$ cat src/rtl/seq_shift_add_multiplier.sv
// Multi-cycle shift-and-add multiplier (one multiplier bit per clock), valid/ready on both sides.
// Define SAM_EARLY_TERM_EN to leave RUN as soon as the remaining multiplier bits are all zero.
module seq_shift_add_multiplier #(
  parameter int unsigned WIDTH = 8
) (
  input  logic               i_clk,
  input  logic               i_rst,
  input  logic               i_valid,
  output logic               o_ready,
  input  logic               i_signed,
  input  logic [WIDTH-1:0]   i_multiplicand,
  input  logic [WIDTH-1:0]   i_multiplier,
  output logic               o_valid,
  input  logic               i_ready,
  output logic [2*WIDTH-1:0] o_product,
  output logic               o_busy
);
  localparam int unsigned CW = (WIDTH > 1) ? $clog2(WIDTH) : 1;

  typedef enum logic [1:0] {IDLE, RUN, DONE} state_t;

  state_t             state_q, state_d;
  logic [2*WIDTH-1:0] acc_q, acc_d;
  logic [2*WIDTH-1:0] mcand_q, mcand_d;
  logic [2*WIDTH-1:0] prod_q, prod_d;
  logic [WIDTH-1:0]   mplier_q, mplier_d;
  logic [CW-1:0]      cnt_q, cnt_d;
  logic               neg_q, neg_d;

  logic               mc_neg, mp_neg;
  logic [WIDTH-1:0]   mc_mag, mp_mag;
  logic [2*WIDTH-1:0] acc_sum;
  logic               last;

  always_comb begin
    // Negating the most-negative value wraps back to 2^(N-1), which is the correct unsigned magnitude.
    mc_neg  = i_signed & i_multiplicand[WIDTH-1];
    mp_neg  = i_signed & i_multiplier[WIDTH-1];
    mc_mag  = mc_neg ? -i_multiplicand : i_multiplicand;
    mp_mag  = mp_neg ? -i_multiplier : i_multiplier;
    acc_sum = mplier_q[0] ? (acc_q + mcand_q) : acc_q;
`ifdef SAM_EARLY_TERM_EN
    last    = (cnt_q == CW'(WIDTH - 1)) || (mplier_q[WIDTH-1:1] == '0);
`else
    last    = (cnt_q == CW'(WIDTH - 1));
`endif
  end

  always_comb begin
    state_d  = state_q;
    acc_d    = acc_q;
    mcand_d  = mcand_q;
    mplier_d = mplier_q;
    cnt_d    = cnt_q;
    neg_d    = neg_q;
    prod_d   = prod_q;
    case (state_q)
      IDLE: begin
        if (i_valid) begin
          state_d  = RUN;
          acc_d    = '0;
          mcand_d  = {{WIDTH{1'b0}}, mc_mag};
          mplier_d = mp_mag;
          cnt_d    = '0;
          neg_d    = mc_neg ^ mp_neg;
        end
      end
      RUN: begin
        acc_d    = acc_sum;
        mcand_d  = mcand_q << 1;
        mplier_d = mplier_q >> 1;
        cnt_d    = cnt_q + CW'(1);
        if (last) begin
          state_d = DONE;
          prod_d  = neg_q ? -acc_sum : acc_sum;
        end
      end
      DONE: begin
        if (i_ready) state_d = IDLE;
      end
      default: state_d = IDLE;
    endcase
  end

  always_ff @(posedge i_clk or posedge i_rst) begin
    if (i_rst) begin
      state_q  <= IDLE;
      acc_q    <= '0;
      mcand_q  <= '0;
      mplier_q <= '0;
      cnt_q    <= '0;
      neg_q    <= 1'b0;
      prod_q   <= '0;
    end else begin
      state_q  <= state_d;
      acc_q    <= acc_d;
      mcand_q  <= mcand_d;
      mplier_q <= mplier_d;
      cnt_q    <= cnt_d;
      neg_q    <= neg_d;
      prod_q   <= prod_d;
    end
  end

  assign o_ready   = (state_q == IDLE);
  assign o_valid   = (state_q == DONE);
  assign o_busy    = (state_q == RUN);
  assign o_product = prod_q;

endmodule

$ cat config.mk
export PLATFORM = sky130hd
export DESIGN_NAME = seq_shift_add_multiplier
export DESIGN_NICKNAME = d
export VERILOG_FILES = /design/src/rtl/seq_shift_add_multiplier.sv
export SDC_FILE = /design/constraint.sdc
export NUM_CORES = 1
export LEC_CHECK = 0
export ABC_AREA = 1
export BUFFER_PORTS_ARGS = -buffer_cell sky130_fd_sc_hd__buf_4
export CAP_MARGIN = 20
export CORE_MARGIN = 2
export CORE_UTILIZATION = 45
export CTS_BUF_LIST = sky130_fd_sc_hd__clkbuf_2 sky130_fd_sc_hd__clkbuf_4 sky130_fd_sc_hd__clkbuf_8
export CTS_CLUSTER_DIAMETER = 40
export DETAILED_ROUTE_END_ITERATION = 8
export PLACE_DENSITY = 0.66
export SETUP_SLACK_MARGIN = 0.5
export SKIP_CTS_REPAIR_TIMING = 1
export SLEW_MARGIN = 20
export SYNTH_ARGS = -nofsm -noshare
export SYNTH_HDL_FRONTEND = slang
export SYNTH_SLANG_ARGS = --single-unit
$ cat constraint.sdc
create_clock -name i_clk -period 2.5 [get_ports i_clk]
set_clock_uncertainty 0.15 [all_clocks]
set_input_delay 0.375 -clock i_clk [delete_from_list [all_inputs] [get_ports i_clk]]
set_output_delay 0.375 -clock i_clk [all_outputs]
set_load 0.02 [all_outputs]
## Word level (Yosys, flattened, before mapping)

Cells that the tools add are included.

- Reductions and logical operators: 6
- Add/subtract/negate cells: 5
- Bitwise operators: 3
- Eq/ne operators: 6
- Muxes and demuxes: 16

Operator list:

| cell | number |
|---|---|
| 16-bit two-way mux | 4 |
| 16-bit one-hot mux with 2 select lines | 2 |
| 8-bit two-way mux | 3 |
| 16-bit adder | 1 |
| 16-bit negation | 1 |
| 8-bit negation | 2 |
| 8-bit one-hot mux with 2 select lines | 1 |
| 2-bit two-way mux | 3 |
| 2-bit one-hot mux with 3 select lines | 1 |
| 3-bit one-hot mux with 2 select lines | 1 |
| 2-bit AND reduction | 3 |
| 2-bit by 1-bit inequality test with 1-bit output (second input constant) | 2 |
| 3-bit by 1-bit adder with 3-bit output (second input constant) | 1 |
| 3-bit equality test (second input constant) | 1 |
| 3-bit two-way mux | 1 |
| 3-bit AND reduction | 1 |
| 1-bit bitwise AND | 2 |
| 2-bit by 1-bit equality test with 1-bit output (second input constant) | 1 |
| 2-bit equality test (second input constant) | 1 |
| 2-bit zero test | 1 |
| 2-bit inequality test (second input constant) | 1 |
| 2-bit nonzero test | 1 |
| 1-bit XOR | 1 |

- Register bits: 62
- Output and inout bits: 19

## Logic depth before layout (Yosys ltp)

- Word-level depth: 4
- Mapped depth: 19
- Depth with buffers taken out: 19

## Worst setup path after synthesis

OpenSTA, ideal clock, no wires.

- Kind: register -> register
- From: register acc_q[0]
- To: register prod_q[14] (netlist: o_product[14])
- Data required time: 2.233 ns
- Library setup time: 0.117 ns
- Buffers on the path: 0
- Slack: 0.044 ns
- Cell stages (with the launch flop): 14
- Arrival: 2.189 ns
- Cells stage by stage: dfrtp_1 > ha_1 > fa_1 > o21ai_4 > ha_1 > nand4_1 > nor2_1 > nand2_1 > nor2_1 > nand2_1 > nand2_1 > nand3_1 > nand3_1 > nand2_1

- Cells in the longest elaborated chain, start to end: 4

Ends and longest elaborated chain:

| what | line | source |
|---|---|---|
| from (decl) | 23 | `logic [2*WIDTH-1:0] acc_q, acc_d;` |
| from (signal assigned) | 88 | `acc_q <= '0;` |
| from (signal assigned) | 96 | `acc_q <= acc_d;` |
| 16-bit adder | 41 | `acc_sum = mplier_q[0] ? (acc_q + mcand_q) : acc_q;` |
| 16-bit two-way mux (*) | 41 |  |
| 16-bit negation | 75 | `prod_d = neg_q ? -acc_sum : acc_sum;` |
| 16-bit two-way mux (*) | 75 |  |
| to (signal assigned) | 101 | `prod_q <= prod_d;` |
| to (decl) | 25 | `logic [2*WIDTH-1:0] prod_q, prod_d;` |

Mark *: on every way between the ends. The rest lies on a longest branch, timed or not.
A chain may end at the register's enable or synchronous reset.

## Worst setup path in the final report

Same ends and word-level chain as after synthesis.

==> run metrics <==
DR iter-0 viols 160; crit-path leading delay family simple AND/OR/NAND/NOR gates; worst min-delay path class primary input to asynchronous set/reset pin; fmax around 400 MHz; H-tree levels 3; Yosys Warn Count 0; DR vias approximately 4000; Ant. Diodes 0; Final Cycle Share 100%; Setup TNS -0.0169 ns; clock root cell clkbuf_8; initial antenna violation count 0; Relative slew margins 55.3%; Mapped Area between 0.004 and 0.005 mm²; CP bufs+invs 0; min Tclk post-route 2.51 ns; Initial Utilization a little under half; Pwr Total between 0.007 and 0.008 W; core area 0.00881 mm²; critical path, cell by cell ha_2 -> fa_2 -> o21ai_4 -> ha_2 -> nand4_1 -> nor2_1 -> nand2_1 -> nor2_2 -> nand2_2 -> nand2_4 -> nand3_2 -> nand3_2 -> nand2_1; Pre-Repair DR Iteration Count 5; dpl cell area ~0.0047 mm²; post-synthesis sequential area ratio 37.6%; pwr/cell area between 1000 and 1500 mW/mm²; CP endpoint kind register; slowest CP cell fa_2; Die Y 99.7 µm; count of cell types in the netlist 35; share of layout cells above drive strength 1 28.0%; worst path arrival time 2.61 ns; cts bufs inserted 9; clock sinks 62; nets between 600 and 700; placed cells 736; Cells after Synth around 580; Required @ worst endpoint 2.60 ns; Synthesized Nets 623; Final HPWL DP approximately 7700 µm; worst setup margin -0.00858 ns; FP Rows 34; most frequent cells in the layout nand2_1 (156), inv_1 (81), buf_4 (68), dfrtp_1 (59), nand3_1 (33); Max VDD drop around 0.94 mV; vias in the first global route between 3000 and 4000; most common cell after layout, fill and taps aside nand2_1; post-synthesis to final-layout area growth 30.1%; Final Non-Filler Cells ~760; MaxCap Viol Count 0; DRT Wirelength between 10000 and 15000 µm; Mapped Avg Cell Area around 7 µm²; Die X 99.7 µm; Worst path max stage delay 0.43 ns; Worst-Margin Slew about 0.67 ns; die area between 0.009 and 0.01 mm²; clock latency on the worst-skew pair 0.36 ns; Overall Global Routing Usage ~22%; routability cong. a little over 0.9; cell leakage power 2.68 nW; flops & latches, synth 62; Hold Violations, Final 29; Final ANT Viol Nets 0; crit-path max FO 5; final global-route overflow total 0; mean routed wirelength per cell between 10 and 15 µm; pins over their slew limit 0; final setup fails 3; Layout Utilization between 60% and 70%; status finished with violations; IO Port Bufs 39; Vias/cell 5.22; final instance area approximately 0.0054 mm²; path type of the worst setup path register to register; failing checks negative hold slack, negative setup slack; Post-route DRC 0; CTS tree done; first-pass GRT wire length 17300 µm; I/O pin count 40; hold_ws -0.0356 ns; RSZ-0062 raised after global routing true; Clk pin slew, worst setup/hold paths around 0.08 ns; largest net degree at the start of global routing 34; clk buf depth 2; Worst setup SP type register
==> where the power goes <==
group | leakage, nW | switching (W) | total (W) | internal, W
Sequential | 0.783 | 0.000385 | 0.00184 | 0.00145
Combinational | 1.80 | 0.00302 | 0.00516 | 0.00213
Clock | 0.100 | 0.000450 | 0.000922 | 0.000472
Total | 2.68 | 0.00386 | 0.00792 | 0.00406
==> registers in the layout (all words and copies together), names as in the netlist <==
name	count
mplier_q	8
mcand_q	16
o_product	16
acc_q	16
state_q	2
cnt_q	3
neg_q	1
==> synthesized netlist by cell type (all sizes together) <==
library cell	n	area, µm²
nand2	187	712
inv	87	332
dfrtp	62	1550
nand3	49	250
o21ai	41	228
nor2	40	160
ha	20	250
a21oi	13	65.1
a22oi	13	97.6
o22ai	13	81.3
buf	10	50.1
xnor2	8	70.1
xor2	8	70.1
clkbuf	6	22.5
nor3	5	25.0
a32o	3	30.0
nand4	3	18.8
o31ai	3	22.5
a22o	2	17.5
and2	1	6.26
fa	1	20.0
nand3b	1	7.51
nor3b	1	7.51
nor4	1	6.26
o211ai	1	7.51
o221ai	1	8.76
or2	1	6.26
==> routing by layer <==
metal / up-vias / track usage [%] / part of all wire (%)
met2: 94 / 39.2 / 51
met4: 0 / 6.74 / 2.8
met1: 1851 / 25.8 / 42
li1: 2008 / - / -
met3: 28 / 4.50 / 3.9
met5: - / 0 / 0
==> cell families after synthesis <==
logic type / after synthesis / share of synthesized area, %
simple gates: 289 / 29.1
flops: 62 / 37.6
compound gates: 90 / 13.5
xor+xnor: 16 / 3.40
fa+ha+maj: 21 / 6.55
buf+inv: 103 / 9.80
==> worst register-to-register path, cell delays in order (launching register included) <==
cell     delay, ns
dfrtp_1       0.39
ha_2          0.20
fa_2          0.43
o21ai_4       0.17
ha_2          0.20
nand4_1       0.10
nor2_1        0.12
nand2_1       0.09
nor2_2        0.13
nand2_2       0.10
nand2_4       0.11
nand3_2       0.10
nand3_2       0.06
nand2_1       0.04
==> path summary, 6_finish.rpt <==
check                               from       endpoint  slack [ns]  cells after the start
min                                i_rst    mcand_q[10]       -0.04                      2
max                             acc_q[0]  o_product[14]      -0.009                     13
max reg2reg                     acc_q[0]  o_product[14]      -0.009                     13
min in group i_clk               i_ready     state_q[1]        0.03                      2
max in group asynchronous          i_rst       acc_q[9]        1.64                      3
min reg2reg                o_product[14]  o_product[14]        0.33                      2
==> through the flow <==
step	hold slack (ns)	setup slack (ns)
2_1_floorplan	0.310	0.112
3_3_place_gp	0.315	-0.00269
3_5_place_dp	0.318	-0.0344
4_1_cts	-0.0212	-0.0651
5_1_grt	0.0162	-0.185
6_report	-0.0356	-0.00858
==> layout make-up <==
cell class              instances  area [µm²]
repair buffers                 71         562
clock buffers                   9         124
well taps                     108         135
clock inverters                 7        81.3
repair inverters                2        15.0
fillers                       790        3440
inverters                      87         339
flip-flops and latches         62        1560
multi-input cells             416        2550
(Power assumes the default switching activity.)
